--- src/rtl/vga_640x480_rx.sv ---
// VGA receive timing recovery: sync edge detect, hc/vc recovery, line/frame measurement, lock.
// Optional VGA_RX_AUTOPOL_EN: per-line/per-frame sync polarity detection (default fixed active-low).
module vga_640x480_rx #(
   parameter int CW          = 11,
   parameter int HBP         = 144,
   parameter int HFP         = 784,
   parameter int VBP         = 31,
   parameter int VFP         = 511,
   parameter int LOCK_FRAMES = 2
) (
   input  logic          clk,
   input  logic          clr,
   input  logic          hsync_in,
   input  logic          vsync_in,
   output logic [CW-1:0] hc,
   output logic [CW-1:0] vc,
   output logic          vidon,
   output logic          locked,
   output logic [CW-1:0] h_total,
   output logic [CW-1:0] v_total
);

   localparam logic [CW-1:0] CMAX = '1;
   localparam logic [CW-1:0] HB   = CW'(HBP);
   localparam logic [CW-1:0] HF   = CW'(HFP);
   localparam logic [CW-1:0] VB   = CW'(VBP);
   localparam logic [CW-1:0] VF   = CW'(VFP);
   localparam int            NW   = $clog2(LOCK_FRAMES + 1);
   localparam logic [NW-1:0] CNT_LAST = NW'(LOCK_FRAMES - 1);

   typedef enum logic [1:0] {SEARCH, TRACK, LOCKED} state_t;

   state_t        state;
   logic [NW-1:0] cnt;
   logic          hs_s1, hs_s2, hs_d, vs_s1, vs_s2, vs_d;
   logic          hedge, vedge, fb, mism, sat, srch, pchg;
   logic          len_ok, good, lock_set, lock_drop, lock_nxt, win;
   logic          vpend, bad, vvalid;
   logic [1:0]    hseen;
   logic [CW-1:0] hc_inc, vc_inc, hc_nxt, vc_nxt;

   always_ff @(posedge clk) begin
      if (clr) begin
         {hs_s1, hs_s2, hs_d} <= 3'b111;
         {vs_s1, vs_s2, vs_d} <= 3'b111;
      end else begin
         hs_s1 <= hsync_in;
         hs_s2 <= hs_s1;
         hs_d  <= hs_s2;
         vs_s1 <= vsync_in;
         vs_s2 <= vs_s1;
         vs_d  <= vs_s2;
      end
   end

   assign hc_inc = (hc == CMAX) ? CMAX : hc + 1'b1;
   assign vc_inc = (vc == CMAX) ? CMAX : vc + 1'b1;

`ifdef VGA_RX_AUTOPOL_EN
   // pol=1 means active-high; both edge-register taps are normalised the same
   // way so a polarity flip never fabricates an edge.
   logic          hpol, vpol, hpol_new, vpol_new;
   logic [CW-1:0] hhi, vhi;

   assign hedge    = (hs_d ^ hpol) & ~(hs_s2 ^ hpol);
   assign vedge    = (vs_d ^ vpol) & ~(vs_s2 ^ vpol);
   assign hpol_new = hhi < (hc_inc >> 1);
   assign vpol_new = vhi < (vc_inc >> 1);
   assign pchg     = (hedge & (hpol_new != hpol)) | (fb & (vpol_new != vpol));

   always_ff @(posedge clk) begin
      if (clr) begin
         hpol <= 1'b0;
         vpol <= 1'b0;
         hhi  <= '0;
         vhi  <= '0;
      end else begin
         if (hedge) begin
            hpol <= hpol_new;
            hhi  <= {{(CW-1){1'b0}}, hs_s2};
         end else if (hs_s2 && hhi != CMAX) begin
            hhi <= hhi + 1'b1;
         end
         if (fb) begin
            vpol <= vpol_new;
            vhi  <= {{(CW-1){1'b0}}, vs_s2};
         end else if (hedge && vs_s2 && vhi != CMAX) begin
            vhi <= vhi + 1'b1;
         end
      end
   end
`else
   assign hedge = hs_d & ~hs_s2;
   assign vedge = vs_d & ~vs_s2;
   assign pchg  = 1'b0;
`endif

   assign fb        = hedge & (vpend | vedge);
   assign mism      = hedge & (hseen == 2'd2) & (hc_inc != h_total);
   assign sat       = (hc == CMAX) & ~hedge;
   assign srch      = sat | pchg;
   assign len_ok    = ~vvalid | (vc_inc == v_total);
   assign good      = ~bad & ~mism & len_ok;
   assign hc_nxt    = hedge ? '0 : hc_inc;
   assign vc_nxt    = !hedge ? vc : (fb ? '0 : vc_inc);
   assign lock_set  = (state == TRACK) & fb & good & (cnt == CNT_LAST);
   assign lock_drop = srch | ((state == LOCKED) & (mism | (fb & ~len_ok)));
   assign lock_nxt  = (locked | lock_set) & ~lock_drop;
   assign win       = (hc_nxt >= HB) & (hc_nxt < HF) & (vc_nxt >= VB) & (vc_nxt < VF);

   // hseen counts hedges since SEARCH: the first line is partial and the
   // second only establishes h_total, so comparison starts at the third.
   always_ff @(posedge clk) begin
      if (clr) begin
         hc      <= '0;
         vc      <= '0;
         h_total <= '0;
         v_total <= '0;
         vidon   <= 1'b0;
         vpend   <= 1'b0;
         bad     <= 1'b0;
         hseen   <= '0;
      end else begin
         hc    <= hc_nxt;
         vc    <= vc_nxt;
         vidon <= lock_nxt & win;
         if (hedge) h_total <= hc_inc;
         if (fb)    v_total <= vc_inc;
         if (hedge)      vpend <= 1'b0;
         else if (vedge) vpend <= 1'b1;
         if (srch || fb) bad <= 1'b0;
         else if (mism)  bad <= 1'b1;
         if (srch)                        hseen <= '0;
         else if (hedge && hseen != 2'd2) hseen <= hseen + 1'b1;
      end
   end

   // vvalid: a full frame has been measured since SEARCH, so v_total is comparable.
   always_ff @(posedge clk) begin
      if (clr) begin
         state  <= SEARCH;
         cnt    <= '0;
         vvalid <= 1'b0;
         locked <= 1'b0;
      end else begin
         locked <= lock_nxt;
         if (srch) begin
            state  <= SEARCH;
            cnt    <= '0;
            vvalid <= 1'b0;
         end else begin
            case (state)
               SEARCH: if (fb) begin
                  state <= TRACK;
                  cnt   <= '0;
               end
               TRACK: if (fb) begin
                  vvalid <= 1'b1;
                  if (!good) cnt <= '0;
                  else if (cnt == CNT_LAST) begin
                     state <= LOCKED;
                     cnt   <= '0;
                  end else cnt <= cnt + 1'b1;
               end
               LOCKED: if (mism || (fb && !len_ok)) begin
                  state <= TRACK;
                  cnt   <= '0;
               end
               default: state <= SEARCH;
            endcase
         end
      end
   end

endmodule

--- config.mk ---
export PLATFORM = sky130hd
export DESIGN_NAME = vga_640x480_rx
export DESIGN_NICKNAME = d
export VERILOG_FILES = /design/src/rtl/vga_640x480_rx.sv
export SDC_FILE = /design/constraint.sdc
export NUM_CORES = 1
export LEC_CHECK = 0
export ABC_AREA = 1
export ABC_CLOCK_PERIOD_IN_PS = 5100
export BUFFER_PORTS_ARGS = -buffer_cell sky130_fd_sc_hd__buf_2
export CORE_ASPECT_RATIO = 0.6
export CORE_UTILIZATION = 60
export DETAILED_ROUTE_END_ITERATION = 10
export MAX_ROUTING_LAYER = met4
export PLACE_DENSITY = 0.85
export SYNTH_ARGS = -nofsm -noshare
export SYNTH_HDL_FRONTEND = slang
export SYNTH_SLANG_ARGS = --single-unit
--- constraint.sdc ---
create_clock -name clk -period 5.1 [get_ports clk]
set_input_delay 0.51 -clock clk [delete_from_list [all_inputs] [get_ports clk]]
set_output_delay 0.51 -clock clk [all_outputs]
set_load 0.03 [all_outputs]
==> results of run 1 <==
[worst paths after layout]
| kind | start | to | slack (ns) | cells after the start |
|---|---|---|---|---|
| hold / removal | vsync_in | vs_s1$_SDFF_PP1_ | 0.33 | 2 |
| setup / recovery | vc[0]$_SDFF_PP0_ | vidon$_SDFF_PP0_ | 2.59 | 15 |
| setup reg to reg | vc[0]$_SDFF_PP0_ | vidon$_SDFF_PP0_ | 2.59 | 15 |
| hold reg to reg | hs_s1$_SDFF_PP1_ | hs_s2$_SDFF_PP1_ | 0.41 | 1 |
[registers in the layout, indices dropped and copies added (netlist names)]
name,count
vs_s1,1
vs_d,1
vidon,1
locked,1
hs_s1,1
vpend,1
v_total,11
h_total,11
vvalid,1
vc,11
cnt,2
bad,1
hseen,2
state,2
hs_s2,1
vs_s2,1
hs_d,1
hc,11
[layout make-up]
type / instances / share of cell area (%)
flip-flops and latches: 61 / 33.1
clock inverters: 7 / 1.42
inverters: 91 / 9.25
multi-input cells: 329 / 44.0
repair buffers: 49 / 6.64
clock buffers: 9 / 3.35
well taps: 66 / 2.24
[metal layers]
metal	GRT usage [%]	up-vias	wire, um
met5	-	-	0
met3	10.7	17	659
li1	-	1655	-
met2	44.7	147	3330
met1	41.4	1487	3820
met4	6.82	0	136
[placed cells by master, fill, tap and decap left out]
cell and n:
a21oi_1 18, nand3_2 1, nor2_4 4, inv_1 89, nor2_1 49, nand3_1 47, o21a_1 1, o211ai_1 2
clkbuf_8 9, a31oi_1 1, or2_2 4, o21ai_1 1, clkinv_1 1, o21ai_0 18, clkinv_4 2, nor2_2 6
o21bai_1 1, or2_1 1, xor2_1 2, nand3b_1 4, xnor2_1 2, clkinvlp_4 4, a22oi_1 8, a211oi_1 2
buf_2 49, ha_1 3, nor4_1 1, inv_2 1, clkinv_2 1, nand4_1 8, a22o_1 1, o22ai_1 11
nand3_4 2, nand2_2 6, a21oi_2 1, nor3_1 3, nand2_1 121, dfxtp_1 61
[cell families after synthesis]
logic type      count (synthesis)
buf+inv                       103
fa+ha+maj                       3
flops                          61
compound gates                 65
simple gates                  257
xor+xnor                        4
[through the flow]
step | hold WS [ns] | worst slack, ns | utilization [%]
2_1_floorplan | 0.389 | 2.89 | -
3_3_place_gp | 0.390 | 2.75 | 68.6
3_5_place_dp | 0.397 | 2.69 | 68.6
4_1_cts | 0.324 | 2.65 | 72.0
5_1_grt | 0.326 | 2.30 | 72.0
6_report | 0.327 | 2.59 | 72.0
[power groups by stage]
stage          logic, uW  clock network, uW  registers [uW]
2_1_floorplan       43.7                  0             511
3_3_place_gp        69.4                  0             502
3_5_place_dp        71.2                  0             502
4_1_cts             71.7                387             491
5_1_grt             81.8                411             492
6_report            72.5                385             491
==> summary.md, run 1 <==
| Metric | Value |
|---|---|
| Setup tns final | `0 ns` |
| WL final | `7.94 mm` |
| Sw Ratio | `28.2%` |
| Final Cycle Share | `49.2%` |
| Vias per inst | `5.40` |
| N_diodes | `0` |
| Cell variety after synth | `37` |
| Grt total ovfl | `0` |
| Share of the synthesized area in the top cell type | `37.6%` |
| Flip-flop and latch area | `0.00122 mm2` |
| Worst Path Max Fanout | `18` |
| Fin nets | `548` |
| Root Driver | `clkbuf_8` |
| Status | `finished, final reports clean` |
| Sequential Power Share | `51.8%` |
| Post-Synth Simple-Gate Area | `36.0%` |
| Die Ht | `59.0 um` |
| Vias in the first global route | `2,888` |
| CTS tree | `yes` |
| First-pass GRT wire length | `13.3 mm` |
| Gr usage total | `30.7%` |
| WL/cell | `13.0 um` |
| Post-CTS sizing | `0` |
| Clk slew on worst S/H paths | `0.08 ns` |
| Setup-failing EPs final | `0` |
| Final hold vios | `0` |
| CP Data Required Time | `5.40 ns` |
| Clock Path Buffers | `2` |
| Post-Synthesis Net Count | `500` |
| Share of cells above drive strength 1 | `16.5%` |
| Yosys top cell by area | `dfxtp_1` |
| Tmin final | `2.51 ns` |
| Worst-path cell with the longest stage delay | `dfxtp_1` |
| WP data arrival | `2.81 ns` |
| Area of the multi-input gates | `0.00163 mm2` |
| Top post-synthesis cells by area | `dfxtp_1, nand2_1, inv_1` |
| Post-route ant nets | `0` |
| Fmax | `398 MHz` |
| Largest delay share family, worst path | `simple AND/OR/NAND/NOR gates` |
| Layout Cells excl Fill | `612` |
| Core ar. | `0.00513 mm2` |
| Mux contribution to synthesized area | `0%` |
| Post-CTS Setup Bufs | `0` |
| Power Density | `257 mW/mm2` |
| Placer Congestion | `0.938` |
| Min-Delay Path Class | `input port to register` |
| Critical path cell sequence | `ha_1 > nand2_2 > nor2_4 > nand3_4 > nand2_1 > nand2_1 > nand2_1 > nand3_1 > nor2_1 > nand3_1 > nand3_1 > nand2_1 > a21oi_1 > nand2_1 > nor2_2` |
| Drt drc | `0` |
| Routed via count | `3,306` |
| IO Pins | `50` |
| # rows | `20` |
| Post-synthesis adder-cell area fraction | `1.15%` |
| NetSw | `267 uW` |
| Layout Area Growth over Synthesis | `13.6%` |
| Ys async rst share | `0%` |
| CTS Hold Bufs | `0` |
| Port-buffer cells | `49` |
| Clock share of power | `40.6%` |
| Worst path bufs/invs | `0` |
| Synth top cells by count | `nand2_1, inv_1, dfxtp_1, nor2_1, nand3_1` |
| Fill count | `419` |
| Pre-Repair DR Iteration Count | `7` |
| Internal power | `681 uW` |
| Main flop type after synthesis | `dfxtp_1` |
| Cell Count Post-Placement | `596` |
| Design Area, Final | `0.00369 mm2` |
| Starting DRT DRC Count | `420` |
| P_leak | `0.00180 uW` |
| Initial antenna violation count | `0` |
| Num Clock Sinks | `61` |
| MaxCap Viol Count | `0` |
| Delay of the slowest critical-path stage | `0.45 ns` |
| Combinational Power Share | `7.6%` |
| Starting density of the core | `63.4%` |
| Setup Skew | `0.00717 ns` |
| Most numerous cell in the Yosys netlist | `nand2_1` |
| Cells after Synth | `493` |
| Worst-margin pin slew | `0.747 ns` |
| Sequential fraction of the synthesis area | `37.6%` |
| Post-detail-place hpwl | `5.87 mm` |
| RSZ-0062 raised after global routing | `no` |
| Mapped Area | `0.00325 mm2` |
| Largest net degree at the start of global routing | `27` |
| Synth Area per Inst | `6.59 um2` |
| Die area | `0.00573 mm2` |
| Main combinational cell family by area after synthesis | `simple AND/OR/NAND/NOR gates` |
| Clock Latency Late Sink | `0.36 ns` |
| Die X | `97.0 um` |
| FF+latch count, synth | `61` |
| Slew Limit Fails | `0` |
| Post-DP Area | `0.00352 mm2` |
| Element type at the critical path start | `register` |
| Cell mode on critical path | `nand2_1` |
| Total CTS buffers | `9` |
| YS warnings | `0` |
| Tot Pwr | `949 uW` |
| Slew margin rel. | `49.6%` |
| CP Class | `register to register` |
| Compound-Gate Fraction of Synth Area | `11.8%` |
| Critical path capture point type | `register` |
| Peak VDD IR | `0.273 mV` |
| EDFF count, synth | `0` |
| H-tree depth | `3` |
| Synth Area in XOR/XNOR | `1.08%` |
Power figures use the tool's default switching activity.
==> run 2, diff against run 1 <==
- ABC_CLOCK_PERIOD_IN_PS: 5100 -> 2300
- CORE_UTILIZATION: 60 -> 51
- PLACE_DENSITY: 0.85 -> 0.77
- clock period: 5.1 -> 2.3 ns (I/O delays scaled with it)
==> run 2 against run 1 <==
Against the previous run:
- the flow now finishes with violations (DRC)
- worst hold slack got worse by 0.26 ns
- worst setup slack got worse by 2.5 ns
- total power increased by 140%
- critical path depth unchanged
- global-route usage decreased by 3.7 points
- first-iteration DRC count decreased by 40%
==> summary.md, run 2 (synthesized netlist as in run 1, its figures left out) <==
| Metric | Value |
|---|---|
| IO Pins | `50 (unchanged)` |
| Initial antenna violation count | `0 (unchanged)` |
| Clock Path Buffers | `2 (unchanged)` |
| MaxCap Viol Count | `0 (unchanged)` |
| Fmax | `459 MHz (was 398 MHz)` |
| Area of the multi-input gates | `0.00178 mm2 (was 0.00163 mm2)` |
| Fin nets | `575 (was 548)` |
| Worst-margin pin slew | `0.524 ns (was 0.747 ns)` |
| Most common cell after layout, fill and taps aside | `nand2_1 (unchanged)` |
| Cell mode on critical path | `nand2_1 (unchanged)` |
| Clock Latency Late Sink | `0.34 ns (was 0.36 ns)` |
| R2r startpoint | `hc[1]$_SDFF_PP0_ (was vc[0]$_SDFF_PP0_)` |
| Die Ht | `63.8 um (was 59.0 um)` |
| Setup tns final | `0 ns (unchanged)` |
| Most frequent cells in the layout | `nand2_1, inv_1, dfxtp_1, buf_2, nor2_1 (was nand2_1, inv_1, dfxtp_1, nor2_1, buf_2)` |
| Clk slew on worst S/H paths | `0.08 ns (about the same)` |
| WL/cell | `13.3 um (was 13.0 um)` |
| Setup Skew | `0.00653 ns (was 0.00717 ns)` |
| Min-Delay Path Class | `input port to register (unchanged)` |
| Starting DRT DRC Count | `253 (was 420)` |
| Final hold vios | `0 (unchanged)` |
| Pre-Repair DR Iteration Count | `8 (was 7)` |
| Slew Limit Fails | `0 (unchanged)` |
| Root Driver | `clkbuf_8 (unchanged)` |
| Flip-flop and latch area | `0.00123 mm2 (was 0.00122 mm2)` |
| Gr usage total | `27.0% (was 30.7%)` |
| CP Class | `register to register (unchanged)` |
| WHS | `0.0624 ns (was 0.327 ns)` |
| Post-detail-place hpwl | `6.17 mm (was 5.87 mm)` |
| Placer Congestion | `0.891 (was 0.938)` |
| P_leak | `0.00200 uW (was 0.00180 uW)` |
| Final Cycle Share | `94.8% (was 49.2%)` |
| First-pass GRT wire length | `13.9 mm (was 13.3 mm)` |
| Tmin final | `2.18 ns (was 2.51 ns)` |
| Worst hold stages | `2 (unchanged)` |
| Die X | `105 um (was 97.0 um)` |
| WL final | `8.75 mm (was 7.94 mm)` |
| Element type at the critical path start | `register (unchanged)` |
| Setup-failing EPs final | `0 (unchanged)` |
| Final Util | `66.8% (was 72.0%)` |
| Starting density of the core | `53.0% (was 63.4%)` |
| CTS tree | `yes (unchanged)` |
| Num Clock Sinks | `61 (unchanged)` |
| Worst Setup EP | `vidon$_SDFF_PP0_ (unchanged)` |
| Drt drc | `1 (was 0)` |
| Largest delay share family, worst path | `simple AND/OR/NAND/NOR gates (unchanged)` |
| Grt total ovfl | `0 (unchanged)` |
| Peak VDD IR | `0.319 mV (was 0.273 mV)` |
| Slew margin rel. | `65.0% (was 49.6%)` |
| Worst-path cell with the longest stage delay | `dfxtp_4 (was dfxtp_1)` |
| Levels on crit path | `15 (unchanged)` |
| Worst path bufs/invs | `0 (unchanged)` |
| Routed via count | `3,502 (was 3,306)` |
| Die area | `0.00671 mm2 (was 0.00573 mm2)` |
| RSZ-0062 raised after global routing | `yes (was no)` |
| Vias per inst | `5.33 (was 5.40)` |
| Fill count | `510 (was 419)` |
| Failing checks | `DRC` |
| Share of cells above drive strength 1 | `27.1% (was 16.5%)` |
| Post-route ant nets | `0 (unchanged)` |
| Delay of the slowest critical-path stage | `0.39 ns (was 0.45 ns)` |
| Critical path capture point type | `register (unchanged)` |
| Core ar. | `0.00614 mm2 (was 0.00513 mm2)` |
| FF-to-FF End | `vidon$_SDFF_PP0_ (unchanged)` |
| Power Density | `551 mW/mm2 (was 257 mW/mm2)` |
| Status | `finished with violations (was finished, final reports clean)` |
| Layout Area Growth over Synthesis | `26.1% (was 13.6%)` |
| CTS Hold Bufs | `0 (unchanged)` |
| # rows | `22 (was 20)` |
| Port-buffer cells | `49 (unchanged)` |
| Vias in the first global route | `3,052 (was 2,888)` |
| N_diodes | `0 (unchanged)` |
| Total CTS buffers | `9 (unchanged)` |
| H-tree depth | `3 (unchanged)` |
| CP startpoint | `hc[1]$_SDFF_PP0_ (was vc[0]$_SDFF_PP0_)` |
| R2r worst-path depth | `15 (unchanged)` |
| Largest net degree at the start of global routing | `26 (was 27)` |
| CP Data Required Time | `2.59 ns (was 5.40 ns)` |
| Critical path cell sequence | `ha_4 > nand2_4 > nor2_4 > nand2_1 > nor2_1 > a21oi_2 > nand2_1 > nand3_1 > nor2_2 > nand3_2 > a21oi_2 > nand3_1 > nand2_1 > nand2_1 > nor2_2 (was ha_1 > nand2_2 > nor2_4 > nand3_4 > nand2_1 > nand2_1 > nand2_1 > nand3_1 > nor2_1 > nand3_1 > nand3_1 > nand2_1 > a21oi_1 > nand2_1 > nor2_2)` |
| Worst Path Max Fanout | `6 (was 18)` |
| WP data arrival | `2.47 ns (was 2.81 ns)` |
| Flop-to-flop setup slack | `0.12 ns (was 2.59 ns)` |
[run 2: changes by cell type in the layout (fill, tap and decap cells not counted), sizes merged]
cell	previous run	this run
bufinv	0	1
clkinv	4	3
buf	49	74
inv	90	91
nand3	50	52
clkinvlp	4	3
[run 2: report_power, final]
group | leakage, uW | internal (uW) | switching, uW | total [uW]
Sequential | 0.000498 | 1080 | 15.4 | 1090
Combinational | 0.00141 | 64.2 | 127 | 191
Clock | 0.0000918 | 503 | 473 | 976
[run 2: through the flow]
| stage | instance area, um2 | total power [uW] | setup WS (ns) | cells |
|---|---|---|---|---|
| 4_1_cts | 3890 | 2240 | 0.0340 | 650 |
| 3_5_place_dp | 3670 | 1280 | -0.0595 | 632 |
| 6_report | 4100 | 2260 | 0.120 | 657 |
| 2_1_floorplan | 3250 | 1230 | 0.0872 | 493 |
| 3_3_place_gp | 3670 | 1280 | -0.00883 | 632 |
| 5_1_grt | 4100 | 2340 | -0.0768 | 657 |
[run 2: layout make-up]
cell class              instances  area share (%)
flip-flops and latches         61            30.1
clock inverters                 7            1.83
well taps                      84            2.56
clock buffers                   9            3.02
repair buffers                 74            10.7
multi-input cells             331            43.4
inverters                      91            8.33
[run 2: how the worst min path moves through the flow]
stage | start | endpoint | slack, ns
3_5_place_dp | hs_s1$_SDFF_PP1_ | hs_s2$_SDFF_PP1_ | 0.40
4_1_cts | hsync_in | hs_s1$_SDFF_PP1_ | 0.05
6_report | hsync_in | hs_s1$_SDFF_PP1_ | 0.06
2_1_floorplan | hsync_in | hs_s1$_SDFF_PP1_ | 0.33
3_3_place_gp | hs_s1$_SDFF_PP1_ | hs_s2$_SDFF_PP1_ | 0.39
5_1_grt | hsync_in | hs_s1$_SDFF_PP1_ | 0.04
[run 2: repair_timing]
action	4_1_cts	5_1_grt
pin swaps	2	26
setup endpoints to repair	6	6
buffers inserted	1	6
gates cloned	1	1
resized for setup	2	44
[run 2: routing by layer]
| metal | GRT usage [%] | routed length (um) | vias up |
|---|---|---|---|
| li1 | - | - | 1720 |
| met1 | 37.0 | 4040 | 1607 |
| met2 | 39.1 | 3750 | 154 |
| met3 | 6.53 | 768 | 21 |
| met4 | 8.98 | 185 | 0 |
| met5 | - | 0 | - |
==> run 3, diff against run 2 <==
- ABC_CLOCK_PERIOD_IN_PS: 2300 -> 2200
- CORE_UTILIZATION: 51 -> 57
- PLACE_DENSITY: 0.77 -> 0.81
- clock period: 2.3 -> 2.2 ns (I/O delays scaled with it)
==> run 3 against run 2 <==
Against the previous run:
- the flow finishes with violations (setup timing)
- design area increased by 7.4%
- worst hold slack lost 0.025 ns
- clock skew grew 0.0026 ns
- wire length up 23%
- core utilization up 17 points
- clock-buffer cell count unchanged
- total power grew 11%
- register-to-register slack worse by 0.19 ns
==> summary.md, run 3 (synthesized netlist as in run 1, its figures left out) <==
| Metric | Value |
|---|---|
| Clock share of power | `45.4% (was 43.2%)` |
| Port-buffer cells | `49 (unchanged)` |
| RSZ-0062 raised after global routing | `yes (unchanged)` |
| Post-route ant nets | `0 (unchanged)` |
| P_leak | `0.00215 uW (was 0.00200 uW)` |
| Routed via count | `3,845 (was 3,502)` |
| WL/cell | `16.0 um (was 13.3 um)` |
| Layout Cells excl Fill | `674 (was 657)` |
| Slew Limit Fails | `0 (unchanged)` |
| FF-to-FF End | `vidon$_SDFF_PP0_ (unchanged)` |
| Num Clock Sinks | `61 (unchanged)` |
| Dpl ws | `-0.0992 ns (was -0.0595 ns)` |
| Clock Path Buffers | `2 (unchanged)` |
| Flop-to-flop setup slack | `-0.07 ns (was 0.12 ns)` |
| WP data arrival | `2.56 ns (was 2.47 ns)` |
| N_diodes | `0 (unchanged)` |
| Combinational Power Share | `9.3% (was 8.5%)` |
| Critical path cell sequence | `ha_4 > nand2_2 > nor2_4 > buf_6 > nand2_1 > nand2_1 > inv_1 > nand2_2 > a22oi_2 > or2_1 > nor2_2 > nor3_1 > nor2_1 > nand3_1 > nor2_2 (was ha_4 > nand2_4 > nor2_4 > nand2_1 > nor2_1 > a21oi_2 > nand2_1 > nand3_1 > nor2_2 > nand3_2 > a21oi_2 > nand3_1 > nand2_1 > nand2_1 > nor2_2)` |
| Levels on crit path | `15 (unchanged)` |
| Initial antenna violation count | `0 (unchanged)` |
| Setup Skew | `0.00917 ns (was 0.00653 ns)` |
| Final Cycle Share | `103% (was 94.8%)` |
| Worst Setup EP | `vidon$_SDFF_PP0_ (unchanged)` |
| Highest Signal Layer | `met4 (unchanged)` |
| Worst Path Max Fanout | `4 (was 6)` |
| Largest net degree at the start of global routing | `27 (was 26)` |
| CP startpoint | `vc[0]$_SDFF_PP0_ (was hc[1]$_SDFF_PP0_)` |
| Largest delay share family, worst path | `simple AND/OR/NAND/NOR gates (unchanged)` |
| Worst path bufs/invs | `2 (was 0)` |
| Die area | `0.00602 mm2 (was 0.00671 mm2)` |
| # rows | `20 (was 22)` |
| Die X | `99.5 um (was 105 um)` |
| CTS tree | `yes (unchanged)` |
| Critical path capture point type | `register (unchanged)` |
| CP Class | `register to register (unchanged)` |
| Tmin final | `2.27 ns (was 2.18 ns)` |
| MaxCap Viol Count | `0 (unchanged)` |
| Clk slew on worst S/H paths | `0.08 ns (about the same)` |
| Most frequent cells in the layout | `nand2_1, inv_1, dfxtp_1, buf_2, buf_4 (was nand2_1, inv_1, dfxtp_1, buf_2, nor2_1)` |
| Peak VDD IR | `0.536 mV (was 0.319 mV)` |
| Fin nets | `599 (was 575)` |
| Met3 routed WL | `1.34 mm (was 768 um)` |
| Sw Ratio | `26.6% (was 27.3%)` |
| Min-Delay Path Class | `input port to register (unchanged)` |
| Share of cells above drive strength 1 | `32.0% (was 27.1%)` |
| Post-detail-place hpwl | `6.47 mm (was 6.17 mm)` |
| Cell Count Post-Placement | `640 (was 632)` |
| Vias per inst | `5.70 (was 5.33)` |
| Design Area, Final | `0.00440 mm2 (was 0.00410 mm2)` |
| Delay of the slowest critical-path stage | `0.36 ns (was 0.39 ns)` |
| Core ar. | `0.00528 mm2 (was 0.00614 mm2)` |
| Vias in the first global route | `3,069 (was 3,052)` |
| NetSw | `670 uW (was 615 uW)` |
| Total CTS buffers | `9 (unchanged)` |
| Failing checks | `setup timing (was DRC)` |
| IO Pins | `50 (unchanged)` |
| R2r startpoint | `vc[0]$_SDFF_PP0_ (was hc[1]$_SDFF_PP0_)` |
| Metal2 WL | `4.76 mm (was 3.75 mm)` |
| Final WS setup | `-0.0660 ns (was 0.120 ns)` |
| Fill count | `320 (was 510)` |
| CP Data Required Time | `2.50 ns (was 2.59 ns)` |
| Final hold vios | `0 (unchanged)` |
| Starting DRT DRC Count | `602 (was 253)` |
| Placer Congestion | `0.958 (was 0.891)` |
| Slew margin rel. | `58.6% (was 65.0%)` |
| Grt total ovfl | `0 (unchanged)` |
| Internal power | `1840 uW (was 1640 uW)` |
| Fmax | `441 MHz (was 459 MHz)` |
| Clock Latency Late Sink | `0.36 ns (was 0.34 ns)` |
| Power Density | `571 mW/mm2 (was 551 mW/mm2)` |
| WL final | `10.8 mm (was 8.75 mm)` |
| H-tree depth | `3 (unchanged)` |
| Pre-Repair DR Iteration Count | `6 (was 8)` |
| Setup tns final | `-0.117 ns (was 0 ns)` |
| Most common cell after layout, fill and taps aside | `nand2_1 (unchanged)` |
| Worst-margin pin slew | `0.620 ns (was 0.524 ns)` |
| CTS Hold Bufs | `0 (unchanged)` |
| R2r worst-path depth | `15 (unchanged)` |
| Starting density of the core | `61.6% (was 53.0%)` |
| Layout Area Growth over Synthesis | `35.5% (was 26.1%)` |
| Status | `finished with violations (unchanged)` |
| Setup-failing EPs final | `6 (was 0)` |
| Tot Pwr | `2510 uW (was 2260 uW)` |
| Gr usage total | `33.4% (was 27.0%)` |
| Sequential Power Share | `45.4% (was 48.3%)` |
| Element type at the critical path start | `register (unchanged)` |
| Root Driver | `clkbuf_8 (unchanged)` |
| Post-DP Area | `0.00378 mm2 (was 0.00367 mm2)` |
| Worst-path cell with the longest stage delay | `dfxtp_2 (was dfxtp_4)` |
| Drt drc | `0 (was 1)` |
| WL met1 | `4.35 mm (was 4.04 mm)` |
| Die Ht | `60.5 um (was 63.8 um)` |
| First-pass GRT wire length | `14.7 mm (was 13.9 mm)` |
run 3: power groups by stage:
stage	clock network, uW	registers, uW	logic [uW]
floorplan	0	1190	101
global placement	0	1160	180
detailed placement	0	1160	184
CTS	1130	1140	192
global route	1190	1140	252
finish	1140	1140	233
run 3: layer usage:
layer	vias up	track usage [%]
met4	0	11.3
li1	1765	-
met1	1744	46.2
met3	51	7.95
met5	-	-
met2	285	48.2
run 3: final cells by class:
| cell class | count | area (um2) | area share (%) |
|---|---|---|---|
| multi-input combinational | 331 | 1880 | 42.8 |
| sequential | 61 | 1230 | 27.9 |
| timing repair buffer | 98 | 628 | 14.3 |
| inverter | 91 | 342 | 7.76 |
| clock buffer | 9 | 124 | 2.81 |
| clock inverter | 7 | 100 | 2.27 |
| tap | 77 | 96.3 | 2.19 |
run 3: timing repair:
item                       CTS  global route
setup endpoints to repair    6             7
gates cloned                 1             1
resized for setup            9            58
buffers inserted             3            13
pin swaps                    3            33
run 3: worst min-delay path by stage:
stage / from / end / slack [ns] / cells after the start
after detailed placement: vs_s1$_SDFF_PP1_ / vs_s2$_SDFF_PP1_ / 0.39 / 1
after floorplan: hsync_in / hs_s1$_SDFF_PP1_ / 0.32 / 1
after global placement: hs_s1$_SDFF_PP1_ / hs_s2$_SDFF_PP1_ / 0.39 / 1
after CTS: hsync_in / hs_s1$_SDFF_PP1_ / 0.04 / 2
after global routing: hsync_in / hs_s1$_SDFF_PP1_ / 0.03 / 2
final: hsync_in / hs_s1$_SDFF_PP1_ / 0.04 / 2
run 3: through the flow:
| stage | hold slack, ns | util [%] |
|---|---|---|
| 6_report | 0.0369 | 83.4 |
| 5_1_grt | 0.0268 | 83.4 |
| 4_1_cts | 0.0374 | 77.2 |
| 3_5_place_dp | 0.394 | 71.6 |
| 3_3_place_gp | 0.392 | 71.6 |
| 2_1_floorplan | 0.324 | - |
